<file path="config.mk">
export PLATFORM = sky130hd
export DESIGN_NAME = radix4_divider
export DESIGN_NICKNAME = d
export VERILOG_FILES = /design/src/rtl/radix4_divider.sv
export SDC_FILE = /design/constraint.sdc
export NUM_CORES = 1
export LEC_CHECK = 0
export ABC_AREA = 1
export CAP_MARGIN = 25
export CORE_MARGIN = 5
export CORE_UTILIZATION = 63
export CTS_CLUSTER_DIAMETER = 80
export DETAILED_ROUTE_END_ITERATION = 7
export GPL_ROUTABILITY_DRIVEN = 1
export GPL_TIMING_DRIVEN = 0
export PLACE_DENSITY = 0.87
export RECOVER_POWER = 25
export SLEW_MARGIN = 20
export SYNTH_ARGS = -nofsm -noshare
export SYNTH_HDL_FRONTEND = slang
export SYNTH_SLANG_ARGS = --single-unit
export TNS_END_PERCENT = 100
</file>
<file path="constraint.sdc">
create_clock -name clk -period 6.5 [get_ports clk]
set_clock_uncertainty 0.15 [all_clocks]
set_input_delay 1.95 -clock clk [delete_from_list [all_inputs] [get_ports clk]]
set_output_delay 1.95 -clock clk [all_outputs]
set_load 0.03 [all_outputs]
</file>
<file path="src/rtl/radix4_divider.sv">
// rtl/radix4_divider.sv - sequential radix-4 restoring divider, 2N-bit by N-bit unsigned
//
// Divides a 2N-bit unsigned dividend by an N-bit unsigned divisor and retires
// two quotient bits per clock. One division is in flight at a time, under a
// start/busy/done handshake. Divide-by-zero and quotient overflow are detected
// when the operands are accepted, and they finish in a single cycle.
//
// Ports:
//   clk    in   1    rising-edge clock
//   rst_n  in   1    asynchronous active-low reset
//   start  in   1    division request, sampled only when not busy
//   p      in   2N   unsigned dividend, captured with an accepted start
//   d      in   N    unsigned divisor, captured with an accepted start
//   busy   out  1    a division is iterating
//   done   out  1    one-cycle pulse; q/r/ovf/dz are valid and then held
//   q      out  N    quotient
//   r      out  N    remainder
//   ovf    out  1    the quotient does not fit in N bits
//   dz     out  1    divide by zero

`timescale 1ns/1ps

module radix4_divider #(
    parameter int N = 16
) (
    input  logic           clk,
    input  logic           rst_n,
    input  logic           start,
    input  logic [2*N-1:0] p,
    input  logic [N-1:0]   d,
    output logic           busy,
    output logic           done,
    output logic [N-1:0]   q,
    output logic [N-1:0]   r,
    output logic           ovf,
    output logic           dz
);

    localparam int K  = N / 2;
    localparam int CW = (K > 1) ? $clog2(K) : 1;

    typedef enum logic [1:0] {
        S_IDLE = 2'd0,
        S_RUN  = 2'd1,
        S_DONE = 2'd2
    } state_t;

    state_t         state_q, state_d;
    logic [N+1:0]   rem_q, rem_d;      // partial remainder; always < divisor
    logic [N-1:0]   plo_q, plo_d;      // low dividend half, consumed MSB pair first
    logic [N-1:0]   dvs_q, dvs_d;      // captured divisor
    logic [N-1:0]   quo_q, quo_d;      // quotient being assembled
    logic [CW-1:0]  cnt_q, cnt_d;      // iteration index
    logic [N-1:0]   q_q, q_d;
    logic [N-1:0]   r_q, r_d;
    logic           ovf_q, ovf_d;
    logic           dz_q, dz_d;

    // One radix-4 step: bring in the next two dividend bits and subtract the
    // largest multiple of the divisor (0..3) that still fits.
    logic [N+1:0]   t_w;
    logic [N+1:0]   d1_w, d2_w, d3_w;
    logic [N+1:0]   rem_next_w;
    logic [1:0]     m_w;
    logic [N-1:0]   quo_next_w;

    always_comb begin
        // rem_q < divisor, so its top two bits are zero and this shift loses nothing.
        t_w  = {rem_q[N-1:0], plo_q[N-1:N-2]};
        d1_w = {2'b00, dvs_q};
        d2_w = {1'b0, dvs_q, 1'b0};
        d3_w = d1_w + d2_w;
        if (t_w >= d3_w) begin
            m_w        = 2'd3;
            rem_next_w = t_w - d3_w;
        end else if (t_w >= d2_w) begin
            m_w        = 2'd2;
            rem_next_w = t_w - d2_w;
        end else if (t_w >= d1_w) begin
            m_w        = 2'd1;
            rem_next_w = t_w - d1_w;
        end else begin
            m_w        = 2'd0;
            rem_next_w = t_w;
        end
        quo_next_w = {quo_q[N-3:0], m_w};
    end

    always_comb begin
        state_d = state_q;
        rem_d   = rem_q;
        plo_d   = plo_q;
        dvs_d   = dvs_q;
        quo_d   = quo_q;
        cnt_d   = cnt_q;
        q_d     = q_q;
        r_d     = r_q;
        ovf_d   = ovf_q;
        dz_d    = dz_q;

        case (state_q)
            S_IDLE, S_DONE: begin
                if (start) begin
                    plo_d = p[N-1:0];
                    dvs_d = d;
                    rem_d = {2'b00, p[2*N-1:N]};
                    quo_d = '0;
                    cnt_d = '0;
                    if (d == '0) begin
                        state_d = S_DONE;
                        q_d     = '1;
                        r_d     = p[N-1:0];
                        ovf_d   = 1'b0;
                        dz_d    = 1'b1;
                    end else if (p[2*N-1:N] >= d) begin
                        // The high half alone already needs a quotient >= 2^N.
                        state_d = S_DONE;
                        q_d     = '1;
                        r_d     = '0;
                        ovf_d   = 1'b1;
                        dz_d    = 1'b0;
                    end else begin
                        state_d = S_RUN;
                    end
                end else if (state_q == S_DONE) begin
                    state_d = S_IDLE;
                end
            end

            S_RUN: begin
                rem_d = rem_next_w;
                quo_d = quo_next_w;
                plo_d = {plo_q[N-3:0], 2'b00};
                cnt_d = cnt_q + 1'b1;
                if (cnt_q == CW'(K - 1)) begin
                    state_d = S_DONE;
                    q_d     = quo_next_w;
                    r_d     = rem_next_w[N-1:0];
                    ovf_d   = 1'b0;
                    dz_d    = 1'b0;
                end
            end

            default: begin
                state_d = S_IDLE;
            end
        endcase
    end

    always_ff @(posedge clk or negedge rst_n) begin
        if (!rst_n) begin
            state_q <= S_IDLE;
            rem_q   <= '0;
            plo_q   <= '0;
            dvs_q   <= '0;
            quo_q   <= '0;
            cnt_q   <= '0;
            q_q     <= '0;
            r_q     <= '0;
            ovf_q   <= 1'b0;
            dz_q    <= 1'b0;
        end else begin
            state_q <= state_d;
            rem_q   <= rem_d;
            plo_q   <= plo_d;
            dvs_q   <= dvs_d;
            quo_q   <= quo_d;
            cnt_q   <= cnt_d;
            q_q     <= q_d;
            r_q     <= r_d;
            ovf_q   <= ovf_d;
            dz_q    <= dz_d;
        end
    end

    // Status is decoded from the state register only, so there is no path from
    // the inputs to the outputs.
    assign busy = (state_q == S_RUN);
    assign done = (state_q == S_DONE);
    assign q    = q_q;
    assign r    = r_q;
    assign ovf  = ovf_q;
    assign dz   = dz_q;

endmodule

</file>
---- After elaboration in Yosys (flattened, before gate mapping) ----
Index checks and enable logic that the tools add are counted.
operators by class
  add/sub/neg operators ................... 5
  $lt $le $gt $ge ......................... 4
  eq/ne operators ......................... 7
  mux-type cells .......................... 39
  reduce and logical (&&, ||, !) cells .... 8
operators by type and width
  kind                   count
  $mux W16               13
  $pmux W16 S2           4
  $sub A16 B16 Y16       3
  $pmux W14 S2           1
  $add A16 B17 Y18       1
  $ge A18 B16 Y1         1
  $ge A18 B17 Y1         1
  $ge A18 B18 Y1         1
  $ge A16 B16 Y1         1
  $logic_not A16 Y1      1
  $mux W14               1
  $mux W2                7
  $mux W1                8
  $ne A3 B3 Y1 const B   2
  $pmux W3 S2            1
  $reduce_and A2 Y1      3
  $pmux W1 S2            2
  $pmux W2 S2            1
  $reduce_and A4 Y1      1
  $add A3 B1 Y3 const B  1
  $eq A3 B3 Y1 const B   1
  $mux W3                1
  $eq A2 B1 Y1 const B   1
  $eq A2 B2 Y1 const B   1
  5 further kinds        5
word-level totals
  flip-flop bits (word level) ............. 101
  input bits .............................. 51
  output and inout port bits .............. 36
  word-level logic and storage cells ...... 73

---- Logic depth before layout (Yosys ltp) ----
Gate-level depths: netlist (run 1).
  depth in word-level cells ............... 6
  gate-level depth with buffers ........... 26
  gate-level depth less buffers ........... 25

---- Worst setup path after synthesis (run 1) ----
No wires, ideal clock.
  path kind ............................... flip-flop to flip-flop
  start ................................... register dvs_q[1]
  end ..................................... register r_q[9], in the netlist r[9]
  library setup time ...................... 0.117 ns
  arrival ................................. 3.494 ns
  data required time ...................... 6.233 ns
  path slack .............................. 2.739 ns
  stages on the path, launching flop included .. 22
  path buffers ............................ 1
  period minus slack after synthesis ...... 3.761 ns
  cell sequence ........................... dfrtp_1 ha_1 fa_1 nand3_1 nand3_1 a21oi_1 o21ai_0 a31oi_1 o21ai_0 xor2_1 ha_1 nand2_1 nor3_1 nand3_1 nand4_1 inv_2 buf_6 o21a_1 nand2_1 nand2_1 nand2_1 nand2_1
on the way
  longest elaborated chain between the ends .. 6
  elaborated cells on any way between the ends .. 12
  classes of those cells .................. 4 x add/sub; 3 x order compare; 5 x mux
ends and longest elaborated chain
  what                                                      line  RTL
  from (decl)                                               51    logic [N-1:0] dvs_q, dvs_d;
  from (signal assigned)                                    166   dvs_q <= dvs_d;
  branches (longest 3 deep; another with $add A16 B17 Y18)  n/a
  $mux W16 *                                                73    if (t_w >= d3_w) begin
  $mux W16 *                                                135   if (cnt_q == CW'(K - 1)) begin
  $pmux W16 S2 *                                            101   case (state_q)
  to (signal assigned)                                      170   r_q <= r_d;
  to (decl)                                                 55    logic [N-1:0] r_q, r_d;
Every way passes the cells marked *. The select of a mux whose other input is x is not followed.
A chain may end at the register's enable or synchronous reset.

---- Worst setup path in the final report (run 1) ----
  start ................................... register dvs_q[1]
  end ..................................... register r_q[14], in the netlist r[14]
Same word-level chain as after synthesis.

==> qor.yml, run 1 <==
outcome: "finished, violations left"
violations: "capacitance limit, slew limit"
cts_setup_buffers: 0
ys_warn_count: 0
end_kind: "flop"
dpl.hpwl_um: 20800
slew_viol_final: 82
worstSetupStartpointType: "flop"
hold_start: "r[11]$_DFFE_PN0P_"
drt_wl_total_um: 25700
grt_max_degree: 82
diodes: 0
async_flop_share_pct: 100
cp_num_buf_inv: 1
drtIter0Drc: 936
synth_top_area_cell: "dfrtp_1"
ys.flop_type: "dfrtp_1"
min_to: "r[11]$_DFFE_PN0P_"
ant_nets: 0
drive_gt1_share_pct: 4.57
slew_headroom_pct: -30.2
fmax_ghz: 0.214
clock_latency_ns: 0.36
ctsHoldBuffers: 0
layout_worst_path_cycle_share_pct: 71.8
place_area_um2: 9560
chipWidth_um: 126
seq_area_um2: 2530
area_delta_synth_final_pct: 16.4
die_area_um2: 15800
grt_usage_pct: 33.1
fp.dieH_um: 126
syn_nets: 1349
fin_area_um2: 9830
routedWlPerCell_um: 17.2
rows: 42
grt_pass1_wl_um: 42300
syn_area_um2: 8450
ys_seq_area_share_pct: 29.9
ff2ff_path_depth: 20
multi_input_area_um2: 5130
initial_core_util_pct: 64.0
finalWeightedCongestion: 1.01
min_period_ns: 4.66
synth_edf_count: 0
synth_cell_types: 47
synth_area_leaders: "dfrtp_1 30%, nand2_1 15%, ha_1 12%, inv_1 7.1%, a21oi_1 6.2%"
io_buffer_count: 86
r2r_end: "r[14]$_DFFE_PN0P_"
tritoncts: "done"
via_per_inst: 5.85
synth_common_cells: "343 x nand2_1, 159 x inv_1, 105 x a21oi_1"
hold_viol: 0
cp_data_arrival_time_ns: 4.80
finalSetupViolCount: 0
cts-buffers-inserted: 9
grt_pass1_vias: 8651
core_area_um2: 13200
synth_top_area_share_pct: 29.9
whs_path_depth: 2
critPathKind: "flop to flop"
ys_seq_elements: 101
cts_root_buf: "clkbuf_16"
route.detailed.drc: 0
fin_tns_setup_ns: 0
cp_max_fo: 10
timing.rr.start: "dvs_q[1]$_DFFE_PN0P_"
worst_hold_path_type: "flop to flop"
tightest_slew_ns: 1.95
yosysMostFrequentCell: "nand2_1"
cp_cell_sequence: "ha_1 -> fa_1 -> nand3_1 -> nand3_1 -> a21oi_1 -> o21ai_0 -> a31oi_1 -> o21ai_0 -> xor2_1 -> ha_1 -> a21oi_1 -> o21ai_0 -> a21oi_1 -> nand4_1 -> buf_2 -> nor2_1 -> nand2_1 -> nand2_1 -> nand2_1 -> a21oi_1"
fillCellCount: 1037
r2r_slack_ns: 1.84
synth_cells: 1211
slowest_delay_ns: 0.52
antenna_found_initial: 0
cts_resized: 0
crit_top_cell: "a21oi_1"
num_vias: 8720
clock_sinks: 101
htree_levels: 3
crit_required_ns: 6.63
crit_family: "compound AO/OA/AOI/OAI gates"
drv_cap: 1
nets: 1447
dr.pass1.iters: 6
top_level_ports: 87
synth.avg_cell_area_um2: 6.97
ctsLongestPathBuffers: 2
gr-total-overflow: 0
rsz0062_at_grt: "false"
path_clk_slew_ns: 0.07
critPathSlowestCell: "dfrtp_1"
## routing by layer
layer  vias to the layer above  GRT usage [%]  routed length (um)
met5                         -              0                   0
met1                      4033           44.8               10400
met3                        78           5.21                2600
li1                       4153              -                   -
met2                       456           52.5               11500
met4                         0           15.3                1170
## flip-flops by register name, summed over array words and instances, names as in the netlist, 2 cells and up
| register | cells |
|---|---|
| cnt_q | 3 |
| dvs_q | 16 |
| plo_q | 16 |
| q | 16 |
| quo_q | 14 |
| r | 16 |
| rem_q | 16 |
| state_q | 2 |
## cells in the final DEF (no fill, tap or decap), types with 8 or more instances in the layout
master             n
inv_1            159
nand2_1          343
xor2_1            26
ha_1              83
a21oi_1          105
o21ai_1           10
dfrtp_1          101
nand4_1            8
o22ai_1           15
o221ai_1          11
clkbuf_1          18
nand3b_1           8
xnor2_1           16
clkbuf_16          9
nor3_1             9
o21ai_0           60
nand3_1           62
nor2_1            97
clkdlybuf4s50_1   85
## layout make-up
| type | count | area share, % |
|---|---|---|
| plain buffers | 30 | 1.65 |
| flip-flops and latches | 101 | 25.7 |
| clock inverters | 6 | 0.776 |
| inverters | 166 | 6.34 |
| clock buffers | 10 | 2.33 |
| multi-input cells | 914 | 52.2 |
| repair buffers | 87 | 8.74 |
| well taps | 176 | 2.24 |
## worst max-delay path by stage
stage / slack [ns] / cells past startpoint / end / start
6_report: 1.84 / 20 / r[14]$_DFFE_PN0P_ / dvs_q[1]$_DFFE_PN0P_
5_1_grt: 1.48 / 2 / rem_q[4]$_DFFE_PN0P_ / rst_n
4_1_cts: 1.90 / 20 / r[14]$_DFFE_PN0P_ / dvs_q[1]$_DFFE_PN0P_
3_5_place_dp: 1.82 / 14 / q[4]$_DFFE_PN0P_ / d[1]
3_3_place_gp: -0.40 / 1 / rem_q[11]$_DFFE_PN0P_ / rst_n
2_1_floorplan: 2.74 / 21 / r[9]$_DFFE_PN0P_ / dvs_q[1]$_DFFE_PN0P_
## tightest hold or removal path, delay by kind of cell, from the launching register on
| kind | cells | cell delay, ns |
|---|---|---|
| DFF | 1 | 0.35 |
| and+or+nand+nor | 2 | 0.11 |
## stage by stage
stage / setup slack, ns / cells / utilization (%) / hold slack (ns)
floorplan: 2.74 / 1211 / - / 0.300
global placement: -0.403 / 1473 / 72.2 / 0.313
detailed placement: 1.82 / 1474 / 72.4 / 0.314
CTS: 1.90 / 1490 / 74.8 / 0.341
global route: 1.48 / 1490 / 74.5 / 0.364
finish: 1.84 / 1490 / 74.5 / 0.341
## kinds of logic after synthesis
| group | count (synthesis) | share of synthesized area [%] |
|---|---|---|
| AO/OA/AOI/OAI | 233 | 15.6 |
| adder cells (fa/ha/maj) | 87 | 13.2 |
| AND/OR/NAND/NOR | 552 | 27.6 |
| flip-flops | 101 | 29.9 |
| buffers and inverters | 196 | 9.30 |
| XOR/XNOR | 42 | 4.36 |
Power of run 1 is not shown: default switching activity piles up to over one toggle a cycle in this logic, so the estimate is an artifact.
==> inputs of run 2 (changes only) <==
- CORE_UTILIZATION: 63 -> 59
- PLACE_DENSITY: 0.87 -> 0.82
- clock period: 6.5 -> 4.3 ns (I/O delays scaled with it)
==> run 2 against run 1 <==
Compared with the run above:
- final cell count increased by 0.74%
- utilization down 3.2 points
- die area rose by 6.2%
- clock-buffer cell count is 1 higher
- flip-flop and latch count stayed put
- the flow still finishes with violations (capacitance limit, slew limit)
- design area increased by 1.1%
==> qor.yml, run 2 (same netlist as run 1, synthesis figures left out) <==
ant_nets: 0  # unchanged
chipWidth_um: 130  # was 126 um
path_clk_slew_ns: 0.07  # about the same
crit_required_ns: 4.40  # was 6.63 ns
fillCellCount: 1195  # was 1037
gr-total-overflow: 0  # unchanged
finalSetupViolCount: 0  # unchanged
htree_levels: 3  # unchanged
via_per_inst: 5.77  # was 5.85
layout_worst_path_cycle_share_pct: 96.8  # was 71.8%
final_common_cell: "nand2_1"  # unchanged
tritoncts: "done"  # unchanged
grt_max_degree: 84  # was 82
finalWeightedCongestion: 0.975  # was 1.01
drtIter0Drc: 663  # was 936
crit_top_cell: "nand2_1"  # was a21oi_1
dpl.hpwl_um: 21600  # was 20800 um
clock_latency_ns: 0.36  # about the same
hold_viol: 0  # unchanged
worstSetupStartpointType: "flop"  # unchanged
initial_core_util_pct: 60.6  # was 64.0%
end_kind: "flop"  # unchanged
min_period_ns: 4.16  # was 4.66 ns
diodes: 0  # unchanged
final_cell_mix: "341 x nand2_1, 159 x inv_1, 103 x a21oi_1"  # was 343 x nand2_1, 159 x inv_1, 105 x a21oi_1
grt_usage_pct: 32.9  # was 33.1%
nets: 1454  # was 1447
multi_input_area_um2: 5180  # was 5130 um2
critPathKind: "flop to flop"  # unchanged
slowest_delay_ns: 0.46  # was 0.52 ns
cp_max_fo: 10  # unchanged
routedWlPerCell_um: 18.0  # was 17.2 um
outcome: "finished, violations left"  # unchanged
antenna_found_initial: 0  # unchanged
drt_wl_total_um: 27000  # was 25700 um
cts_root_buf: "clkbuf_16"  # unchanged
io_buffer_count: 86  # unchanged
seq_area_um2: 2530  # about the same
slew_viol_final: 84  # was 82
cp_cell_sequence: "ha_1 -> fa_2 -> nand3_1 -> nand3_2 -> a21oi_2 -> o21ai_1 -> a31oi_1 -> xor2_1 -> ha_1 -> nand2_1 -> inv_1 -> nand2_1 -> nor3_2 -> nand3_1 -> nand4_1 -> buf_4 -> inv_2 -> buf_6 -> o21a_1 -> nand2_1 -> nand2_1 -> nand2_1 -> nand2_1"  # was ha_1 -> fa_1 -> nand3_1 -> nand3_1 -> a21oi_1 -> o21ai_0 -> a31oi_1 -> o21ai_0 -> xor2_1 -> ha_1 -> a21oi_1 -> o21ai_0 -> a21oi_1 -> nand4_1 -> buf_2 -> nor2_1 -> nand2_1 -> nand2_1 -> nand2_1 -> a21oi_1
drv_cap: 1  # unchanged
fp.dieH_um: 130  # was 126 um
route.detailed.drc: 0  # unchanged
violations: "capacitance limit, slew limit"  # unchanged
top_level_ports: 87  # unchanged
grt_pass1_wl_um: 42800  # was 42300 um
cts-buffers-inserted: 9  # unchanged
critPathSlowestCell: "dfrtp_2"  # was dfrtp_1
die_area_um2: 16800  # was 15800 um2
slew_headroom_pct: -21.3  # was -30.2%
fin_util_pct: 71.3  # was 74.5%
worst_hold_path_type: "flop to flop"  # unchanged
cp_data_arrival_time_ns: 4.26  # was 4.80 ns
tightest_slew_ns: 1.82  # was 1.95 ns
area_delta_synth_final_pct: 17.7  # was 16.4%
fmax_ghz: 0.240  # was 0.214 GHz
rows: 43  # was 42
dr.pass1.iters: 5  # was 6
drive_gt1_share_pct: 5.98  # was 4.57%
clock_sinks: 101  # unchanged
num_vias: 8655  # was 8720
core_area_um2: 13900  # was 13200 um2
grt_pass1_vias: 8195  # was 8651
ctsLongestPathBuffers: 2  # unchanged
## run 2: repair_timing
item                       CTS  global route
setup buffers                5             1
cloned                       1             0
resized for setup            9            10
hold buffers                 0             0
hold endpoints to repair     0             0
setup endpoints to repair   35            34
pin swaps                    4             6
## run 2: area by class of cell
class                   count  area share [%]
clock buffers              11            2.34
multi-input cells         914            52.1
inverters                 166            6.27
repair buffers             94            9.15
plain buffers              30            1.72
well taps                 180            2.27
flip-flops and latches    101            25.5
clock inverters             5           0.680
## run 2: metrics by stage
step	hold WS [ns]	setup slack [ns]	cells	TNS [ns]	area, um2
final	0.334	0.139	1501	0	9940
after floorplan	0.300	0.539	1211	0	8450
after detailed placement	0.317	-0.347	1478	-8.18	9560
after global placement	0.315	-1.94	1477	-201.95	9530
after global routing	0.362	-0.0591	1501	-0.361	9940
after CTS	0.338	0.0161	1500	0	9930
## run 2: worst max-delay path: cells and delay by family (launching register included)
family,cells,cell delay [ns]
DFF,1,0.46
AOI/OAI and AO/OA,4,0.68
adders and majority gates,3,0.96
xor gates and xnor gates,1,0.15
buffers and inverters,4,0.47
and+or+nand+nor,11,1.18
## run 2: per-layer routing
layer	global-route usage, %	wire [um]	vias up	share of wire [%]
met1	44.3	11200	4031	42
met2	52.7	12500	364	46
met4	13.1	1150	2	4.3
met3	5.61	2020	75	7.5
met5	2.65	57	-	0.21
li1	-	-	4183	-
## run 2: final timing paths
check	from	to	slack [ns]	depth (start not counted)
max	dvs_q[0]$_DFFE_PN0P_	r[12]$_DFFE_PN0P_	0.14	23
min reg2reg	ovf$_DFFE_PN0P_	ovf$_DFFE_PN0P_	0.33	2
min in group asynchronous	rst_n	rem_q[12]$_DFFE_PN0P_	0.96	1
max in group asynchronous	rst_n	dvs_q[0]$_DFFE_PN0P_	0.60	2
max reg2reg	dvs_q[0]$_DFFE_PN0P_	r[12]$_DFFE_PN0P_	0.14	23
min	ovf$_DFFE_PN0P_	ovf$_DFFE_PN0P_	0.33	2
Power of run 2 is left out for the same reason.
==> inputs of run 3 (changes only) <==
- SKIP_LAST_GASP: default -> 1
==> results of run 3 <==
Same layout as run 2: the final DEF is identical, and so are final timing and power.
Power of run 3 is left out for the same reason.
